--- src/rtl/life_pkg.sv ---
// Shared types, preset pattern table and sizing helper for the life grid memory.
package life_pkg;

    typedef enum logic [1:0] {
        ST_IDLE  = 2'd0,
        ST_CLEAR = 2'd1,
        ST_LOAD  = 2'd2
    } state_t;

    localparam int unsigned PRESET_W = 16;

    // Rows of the preset pattern, repeated every four grid rows.
    localparam logic [PRESET_W-1:0] PRESET [4] = '{
        16'h0600, 16'h3300, 16'h33CC, 16'h6186
    };

    // Address width for n entries, never below one bit.
    function automatic int unsigned clog2_min1(input int unsigned n);
        int unsigned w;
        w = 1;
        while ((32'd1 << w) < n) begin
            w = w + 1;
        end
        return w;
    endfunction

endpackage

--- src/rtl/life_row_bank.sv ---
// One ROWS x COLS cell bank: a single write port and two registered read ports.
module life_row_bank #(
    parameter int unsigned ROWS   = 16,
    parameter int unsigned COLS   = 16,
    parameter int unsigned ADDR_W = 4
) (
    input  logic              clk,
    input  logic              rst,
    input  logic              wr_en,
    input  logic [ADDR_W-1:0] wr_row,
    input  logic [COLS-1:0]   wr_data,
    input  logic [ADDR_W-1:0] rd_a_row,
    output logic [COLS-1:0]   rd_a_data,
    input  logic [ADDR_W-1:0] rd_b_row,
    output logic [COLS-1:0]   rd_b_data
);

    localparam logic [ADDR_W:0] ROW_LIMIT = (ADDR_W+1)'(ROWS);

    logic [COLS-1:0] mem [ROWS];
    logic            wr_ok;
    logic            rd_a_ok;
    logic            rd_b_ok;

    // Rows beyond the grid are never written and always read as zero.
    assign wr_ok   = wr_en && ({1'b0, wr_row} < ROW_LIMIT);
    assign rd_a_ok = {1'b0, rd_a_row} < ROW_LIMIT;
    assign rd_b_ok = {1'b0, rd_b_row} < ROW_LIMIT;

    // Storage array; contents are defined by the clear sequence, not by reset.
    always_ff @(posedge clk) begin
        if (wr_ok) begin
            mem[wr_row] <= wr_data;
        end
    end

    // Registered read ports.
    always_ff @(posedge clk or posedge rst) begin
        if (rst) begin
            rd_a_data <= '0;
            rd_b_data <= '0;
        end else begin
            rd_a_data <= rd_a_ok ? mem[rd_a_row] : '0;
            rd_b_data <= rd_b_ok ? mem[rd_b_row] : '0;
        end
    end

endmodule

--- src/rtl/life_grid_mem.sv ---
// Double-buffered Game-of-Life grid: current bank is read, next bank is written, swap promotes.
module life_grid_mem
    import life_pkg::*;
#(
    parameter  int unsigned ROWS   = 16,
    parameter  int unsigned COLS   = 16,
    parameter  int unsigned GEN_W  = 16,
    localparam int unsigned ADDR_W = clog2_min1(ROWS)
) (
    input  logic              clk,
    input  logic              rst,
    input  logic              load_req,
    input  logic              clear_req,
    output logic              busy,
    input  logic [ADDR_W-1:0] vga_row,
    output logic [COLS-1:0]   vga_data,
    input  logic [ADDR_W-1:0] sel_rd_row,
    output logic [COLS-1:0]   sel_rd_data,
    input  logic              sel_wr_en,
    input  logic [ADDR_W-1:0] sel_wr_row,
    input  logic [COLS-1:0]   sel_wr_data,
    input  logic              swap_req,
    output logic              swap_ack,
    output logic [GEN_W-1:0]  gen_count
);

    localparam logic [ADDR_W-1:0] LAST_ROW = ADDR_W'(ROWS - 1);

    state_t            state_q, state_d;
    logic [ADDR_W-1:0] row_q, row_d;
    logic              bank_sel_q, bank_sel_d;
    logic [GEN_W-1:0]  gen_q, gen_d;
    logic              swap_ack_q, swap_ack_d;
    logic              busy_q, busy_d;
    logic              rd_sel_q;

    logic              fill_en;
    logic [COLS-1:0]   fill_data;
    logic              idle_wr;

    logic              b0_wr_en, b1_wr_en;
    logic [ADDR_W-1:0] wr_row;
    logic [COLS-1:0]   wr_data;
    logic [COLS-1:0]   b0_vga, b0_sel, b1_vga, b1_sel;

    // Next-state, fill and swap decisions.
    always_comb begin
        state_d    = state_q;
        row_d      = row_q;
        bank_sel_d = bank_sel_q;
        gen_d      = gen_q;
        swap_ack_d = 1'b0;
        fill_en    = 1'b0;
        fill_data  = '0;
        idle_wr    = 1'b0;

        case (state_q)
            ST_IDLE: begin
                idle_wr = sel_wr_en;
                if (clear_req) begin
                    state_d = ST_CLEAR;
                    row_d   = '0;
                end else if (load_req) begin
                    state_d = ST_LOAD;
                    row_d   = '0;
                end else if (swap_req) begin
                    bank_sel_d = ~bank_sel_q;
                    gen_d      = gen_q + GEN_W'(1);
                    swap_ack_d = 1'b1;
                end
            end
            ST_CLEAR, ST_LOAD: begin
                fill_en = 1'b1;
                if (state_q == ST_LOAD) begin
                    fill_data = COLS'(PRESET[2'(row_q)]);
                end
                if (row_q == LAST_ROW) begin
                    state_d    = ST_IDLE;
                    bank_sel_d = 1'b0;
                    gen_d      = '0;
                end else begin
                    row_d = row_q + ADDR_W'(1);
                end
            end
            default: begin
                state_d = ST_IDLE;
            end
        endcase

        busy_d = (state_d != ST_IDLE);
    end

    // Control registers; reset lands in the clear sequence so both banks get zeroed.
    always_ff @(posedge clk or posedge rst) begin
        if (rst) begin
            state_q    <= ST_CLEAR;
            row_q      <= '0;
            bank_sel_q <= 1'b0;
            gen_q      <= '0;
            swap_ack_q <= 1'b0;
            busy_q     <= 1'b1;
            rd_sel_q   <= 1'b0;
        end else begin
            state_q    <= state_d;
            row_q      <= row_d;
            bank_sel_q <= bank_sel_d;
            gen_q      <= gen_d;
            swap_ack_q <= swap_ack_d;
            busy_q     <= busy_d;
            rd_sel_q   <= bank_sel_q;
        end
    end

    // Fill sequences hit both banks; idle writes go to the bank that is next before any swap.
    assign b0_wr_en = fill_en | (idle_wr &  bank_sel_q);
    assign b1_wr_en = fill_en | (idle_wr & ~bank_sel_q);
    assign wr_row   = fill_en ? row_q     : sel_wr_row;
    assign wr_data  = fill_en ? fill_data : sel_wr_data;

    life_row_bank #(
        .ROWS   (ROWS),
        .COLS   (COLS),
        .ADDR_W (ADDR_W)
    ) u_bank0 (
        .clk       (clk),
        .rst       (rst),
        .wr_en     (b0_wr_en),
        .wr_row    (wr_row),
        .wr_data   (wr_data),
        .rd_a_row  (vga_row),
        .rd_a_data (b0_vga),
        .rd_b_row  (sel_rd_row),
        .rd_b_data (b0_sel)
    );

    life_row_bank #(
        .ROWS   (ROWS),
        .COLS   (COLS),
        .ADDR_W (ADDR_W)
    ) u_bank1 (
        .clk       (clk),
        .rst       (rst),
        .wr_en     (b1_wr_en),
        .wr_row    (wr_row),
        .wr_data   (wr_data),
        .rd_a_row  (vga_row),
        .rd_a_data (b1_vga),
        .rd_b_row  (sel_rd_row),
        .rd_b_data (b1_sel)
    );

    // Bank choice is captured with the read so a swap on the read edge still returns old data.
    assign vga_data    = rd_sel_q ? b1_vga : b0_vga;
    assign sel_rd_data = rd_sel_q ? b1_sel : b0_sel;
    assign busy        = busy_q;
    assign swap_ack    = swap_ack_q;
    assign gen_count   = gen_q;

endmodule

--- config.mk ---
export PLATFORM = sky130hd
export DESIGN_NAME = life_grid_mem
export DESIGN_NICKNAME = d
export VERILOG_FILES = /design/src/rtl/life_pkg.sv /design/src/rtl/life_row_bank.sv /design/src/rtl/life_grid_mem.sv
export SDC_FILE = /design/constraint.sdc
export NUM_CORES = 1
export LEC_CHECK = 0
export ABC_CLOCK_PERIOD_IN_PS = 4200
export BUFFER_PORTS_ARGS = -buffer_cell sky130_fd_sc_hd__buf_2
export CAP_MARGIN = 20
export CORE_ASPECT_RATIO = 2
export CORE_MARGIN = 3
export CORE_UTILIZATION = 35
export DETAILED_ROUTE_END_ITERATION = 8
export MAX_ROUTING_LAYER = met4
export PLACE_DENSITY = 0.61
export SLEW_MARGIN = 25
export SYNTH_ARGS = -nofsm -noshare
export SYNTH_HDL_FRONTEND = slang
export SYNTH_SLANG_ARGS = --single-unit
--- constraint.sdc ---
create_clock -name clk -period 4.2 [get_ports clk]
set_input_delay 1.26 -clock clk [delete_from_list [all_inputs] [get_ports clk]]
set_output_delay 1.26 -clock clk [all_outputs]
set_load 0.01 [all_outputs]
; ---- Yosys cells after proc, flatten, opt, wreduce, memory -nomap -nowiden
; Memories as Yosys holds them, arrays and structs flattened. A register that Yosys moved wholly into a read port is not among the register bits.
; Index checks and enable logic that the tools add are counted.
; Widths: inputs -> output; s select.
[totals]
register_bits = 26
ram_bits = 512
in_bits = 34
out_inout_bits = 50
word_cells = 70
mem_count = 2
[memory_table]
columns = name, depth, width, rd, rd_ports_with_merged_regs, write_ports, line
row1 = u_bank0.mem, 16, 16, 2, 2, 1, life_row_bank.sv:20  ; logic [COLS-1:0] mem [ROWS];
row2 = u_bank1.mem, 16, 16, 2, 2, 1, life_row_bank.sv:20
[op_classes]
n_addsub = 2
n_lt_le_gt_ge = 1
n_eq_ne = 9
mux = 37
n_bitwise = 6
n_reduce_logical = 6
[ops]
columns = op, n
row1 = $mux 16, 11
row2 = $bmux 16 s2, 1
row3 = $pmux 16 s2, 1
row4 = $add 16x1->16 const B, 1
row5 = $mux 4, 4
row6 = $mux 1, 14
row7 = $ne 2x2->1 const B, 5
row8 = $pmux 4 s2, 1
row9 = $mux 2, 3
row10 = $reduce_and 5->1, 1
row11 = $add 4x1->4 const B, 1
row12 = $eq 4x4->1 const B, 1
row13 = $pmux 2 s2, 1
row14 = $reduce_bool 2->1, 2
row15 = $ge 3x3->1 const B, 1
row16 = $ne 3x3->1 const B, 1
row17 = $not 2->3, 1
row18 = $reduce_and 3->1, 1
row19 = $and 1x1->1, 2
row20 = $eq 2x1->1 const B, 1
row21 = $eq 2x2->1 const B, 1
row22 = $logic_not 2->1, 1
row23 = $or 1x1->1, 2
row24 = $pmux 1 s2, 1
row25 = other kinds (2), 2

; ---- Longest topological paths before layout
[logic_depth]
word_depth = 7
depth_mapped = 9

; ---- Cells and area by module
; From an unflattened synthesis, not the netlist that was laid out.
[unflattened]
hier_cells = 1411
hier_area_um2 = 27149.8
[modules_own_cells]
columns = module, n_inst, cells_each, area_per_inst_um2, seq_area_each_um2
row1 = life_row_bank at u_bank0, 1, 586, 12529.5, 8488.1
row2 = life_row_bank at u_bank1, 1, 586, 12472.0, 8488.1
row3 = life_grid_mem, 1, 239, 2148.3, 653.1

; ---- Worst setup path before layout
; OpenSTA, ideal clock, no wires.
[synth_path]
path_kind = flip-flop to flip-flop
from = register state_q[0]
to = memory u_bank0.mem[0][12], data pin
setup_ps = 454
arrival_ps = 2711
t_required_ps = 3746
slack_ps = 1035
stages_incl_launch_ff = 7
path_cell_list = dfstp_2 inv_1 ha_1 buf_2 clkbuf_1 clkbuf_1 o21ai_0
[synth_between]
elab_chain_len = 4
word_cells_on_any_way = 7
cone_classes = eq/ne: 2 / mux: 4 / reduce/logical: 1
[synth_rtl]
columns = item, line
row1 = "start, declared", life_grid_mem.sv:29  ; state_t state_q, state_d;
row2 = "start signal, assigned", life_grid_mem.sv:104  ; state_q <= state_d;
row3 = $eq 2x2->1 / $eq 2x1->1 (equally long branches), "life_grid_mem.sv:57, life_grid_mem.sv:74"
row4 = $mux 16 / $reduce_or 2->1 (equally long branches), "life_grid_mem.sv:74, life_grid_mem.sv:57"
row5 = $mux 16 / $mux 1 (equally long branches), life_grid_mem.sv:57  ; case (state_q)
row6 = $mux 16 (*), life_grid_mem.sv:118  ; assign wr_data = fill_en ? fill_data : sel_wr_data;
row7 = named net u_bank0.wr_data[12], life_row_bank.sv:11  ; input logic [COLS-1:0] wr_data,
row8 = "end, declared", life_row_bank.sv:20
; Mark *: on every way through the listed nets, which the timed path passes. The rest lies on a longest branch.

; ---- Worst setup path in the final report
[layout_path]
from = register rd_sel_q
to = output vga_data[4]
[layout_between]
elab_chain_len = 1
[layout_rtl]
columns = item, line
row1 = "start, declared", life_grid_mem.sv:35  ; logic rd_sel_q;
row2 = "start signal, assigned", life_grid_mem.sv:110  ; rd_sel_q <= bank_sel_q;
row3 = $mux 16, life_grid_mem.sv:153  ; assign vga_data = rd_sel_q ? b1_vga : b0_vga;
row4 = "end, declared", life_grid_mem.sv:16  ; output logic [COLS-1:0] vga_data,
; Every way passes these cells.

==> impl_results.md <==
* Fillers at around 6,700
* Worst setup path end: vga_data[4]
* Worst Hold Class: flop to flop
* Synth Cell Area at roughly 27,000 um2
* Share of layout cells above drive strength 1 at a little under 40%
* R2r worst-path depth at 8
* # nets final at ~1,600
* Setup bufs post-CTS at 0
* Cell Pwr Density at roughly 570 nW/um2
* Relative slew slack at roughly 36%
* Post-CTS Resized at 0
* Chip width at ~200 um
* Yosys warns at 0
* Detail Placement HPWL at 50,900 um
* CTS Root Cell: clkbuf_16
* Initial Utilization at a little over a third
* VDD IR-drop max at about 0.00044 V
* Final wirelength at 75,900 um
* Launch point of the worst reg-to-reg path: state_q[0]$_DFF_PP1_
* CP Data Arrival Time at 2110 ps
* Crit-path max FO at 20
* # Max-Cap Violations at 0
* Tot GR Track Use at about a fifth
* Largest net degree at the start of global routing at between 60 and 70
* RSZ-0062 raised after global routing: no
* CTS tree: built
* Tmin final at roughly 3400 ps
* DRT iter0 DRCs at 1,242
* RR Endpoint: u_bank0.mem[0][4]$_DFFE_PP_
* DR pass1 iterations at 5
* ANT cells at 0
* Ports at between 80 and 90
* WP buf/inv at 2
* First-pass GRT wire length at between 100,000 and 150,000 um
* Critical Path Stages at 3
* Clock sink count at 602
* Status: completed
* Row cnt at 142
* Hold Startpoint: bank_sel_q$_DFFE_PP0P_
* Critical path required time at about 3000 ps
* Clock transition at path regs at approximately 70 ps
* DIE AREA at 80,000 um2
* Core area at around 75,000 um2
* Clk_lat worst skew at 600 ps
* Area growth syn-to-layout at 14.8%
* Clk buf depth at 3
* Multi-input logic area at approximately 9000 um2
* Worst Setup SP: rd_sel_q$_DFF_PP0_
* Vias per Instance at approximately 5.8
* H-tree depth at 2
* I/O Buffers at 83
* Measured slew at the worst slew-check pin at slightly below 1000 ps
* CTS Buf Count at 50
* Asr flop ratio synth at between 10 and 15%
* Startpoint types: flop
* CP Capture Type: primary output
* Syn Nets at roughly 1,500
* Wirelength per Cell at roughly 29 um
* Hold_buf cts at 0
* R2R Setup Slk at ~910 ps
* Unique masters post-synth at 51
* Die Ht at 397 um
* Top_reg_cell synth: edfxtp_1
* Synthesis-stage register bit count at 602
* GP Congestion at between 0.8 and 0.9
* Initial antenna violation count at 0
* Worst Path Class, Setup: flop to primary output
* Setup Skew at around 26 ps
* EDFF count, synth at approximately 510
* Drc violations at 0
* Register area at around 18,000 um2
* Synth Area per Inst at 18.9 um2
* Remaining global-route overflow at 0
* Sequential fraction of the synthesis area at 65.9%
* Pleak at slightly above 10 nW
* Final setup vio count at 0
* Syn Inst Count at about 1,400
* Final Cycle Share at between 80% and 90%
* Vias in the first global route at ~16,000
* Max incr delay on CP at around 480 ps
* Slowest cell on crit path: mux2_2
* Fmax at approximately 300 MHz
* Final hold violations at 0
* Crit-path leading delay family: buffers and inverters
* Final Max Tran Viols at 0
* Vias at ~15,000
* Dpl cell area at about 29,000 um2
* Setup TNS after final layout at 0 ps
* Layout Cell Area excl Fill at just over 30,000 um2
* CP Cell Sequence: buf_4, mux2_2, buf_2
* Post-route ant nets at 0
synthesized netlist by cell type (12+ instances only):
cell	instances	area [um2]
a21oi_1	12	60.1
mux2_2	34	383
a22oi_1	129	968
nand2_1	76	285
edfxtp_1	512	15400
inv_1	25	93.8
dfrtp_1	88	2200
nor2b_1	12	75.1
nor2_1	50	188
o21ai_0	15	75.1
mux4_2	256	5770
buf_2	32	160
clkbuf_1	61	229
cell families (layout without fill, tap and decap cells):
kind of cell | count (synthesis) | after routing | synth area share [%]
compound gates | 192 | 192 | 5.30
xor+xnor | 1 | 1 | 0.0328
fa+ha+maj | 8 | 8 | 0.374
buf+inv | 127 | 293 | 1.99
flops | 602 | 602 | 65.9
mux | 292 | 292 | 23.1
simple gates | 190 | 190 | 3.32
worst min-delay path by stage:
| stage | endpoint | slack [ps] | cells after the start |
|---|---|---|---|
| 6_report | rd_sel_q$_DFF_PP0_ | 520 | 0 |
| 5_1_grt | rd_sel_q$_DFF_PP0_ | 530 | 0 |
| 4_1_cts | rd_sel_q$_DFF_PP0_ | 510 | 0 |
| 3_5_place_dp | rd_sel_q$_DFF_PP0_ | 490 | 0 |
| 3_3_place_gp | rd_sel_q$_DFF_PP0_ | 490 | 0 |
| 2_1_floorplan | rd_sel_q$_DFF_PP0_ | 420 | 0 |
area by class of cell:
class	count	share of cell area (%)
sequential	602	57.4
multi-input combinational	683	28.6
inverter	25	0.314
timing repair buffer	176	4.17
tap	1008	4.11
clock buffer	59	4.29
clock inverter	33	1.06
per-stage QoR:
step | total power [mW] | cells | worst slack [ps] | utilization, % | hold WS (ps)
floorplan | 10.9 | 1412 | 608 | - | 417
global placement | 12.7 | 2494 | 941 | 38.5 | 486
detailed placement | 12.9 | 2494 | 890 | 38.5 | 491
CTS | 17.6 | 2586 | 762 | 40.7 | 512
global route | 18.2 | 2586 | 662 | 40.7 | 531
finish | 17.5 | 2586 | 835 | 40.7 | 520
worst register-to-register path, cell delays in order, from the launching register on:
cell and delay, ps:
dfstp_2 540, inv_1 60, ha_1 520, buf_4 430
nor2_1 130, a22oi_1 660, or2_2 310, nor2_2 60
buf_4 310
registers in the layout, indices dropped and copies added (netlist names):
register,cells
u_bank0.rd_a_data,16
gen_count,16
state_q,2
u_bank1.rd_b_data,16
u_bank1.rd_a_data,16
busy,1
u_bank0.rd_b_data,16
bank_sel_q,1
u_bank1.mem,256
row_q,4
swap_ack,1
rd_sel_q,1
u_bank0.mem,256
cells in the final DEF (no fill, tap or decap), types with 24 or more instances in the layout:
cell / n
edfxtp_1: 512
mux4_2: 256
a22oi_1: 129
dfrtp_1: 87
buf_4: 82
buf_2: 79
nand2_1: 76
clkbuf_16: 51
mux2_2: 34
nor2_2: 32
inv_1: 24
routing by layer:
metal / GRT usage [%] / up-vias / wire, um
met1: 21.6 / 8015 / 26500
met2: 35.6 / 599 / 41800
met4: 8.48 / 0 / 3570
met3: 2.20 / 170 / 4020
met5: - / - / 0
li1: - / 6176 / -
report_power, final:
| group | leakage, nW | internal, mW | total [mW] | switching (mW) |
|---|---|---|---|---|
| Combinational | 3.73 | 1.45 | 4.20 | 2.75 |
| Sequential | 5.79 | 8.11 | 8.51 | 0.400 |
| Clock | 0.816 | 2.57 | 4.76 | 2.19 |
| Total | 10.3 | 12.1 | 17.5 | 5.34 |
Note: power is estimated with default switching activity, not from simulation.
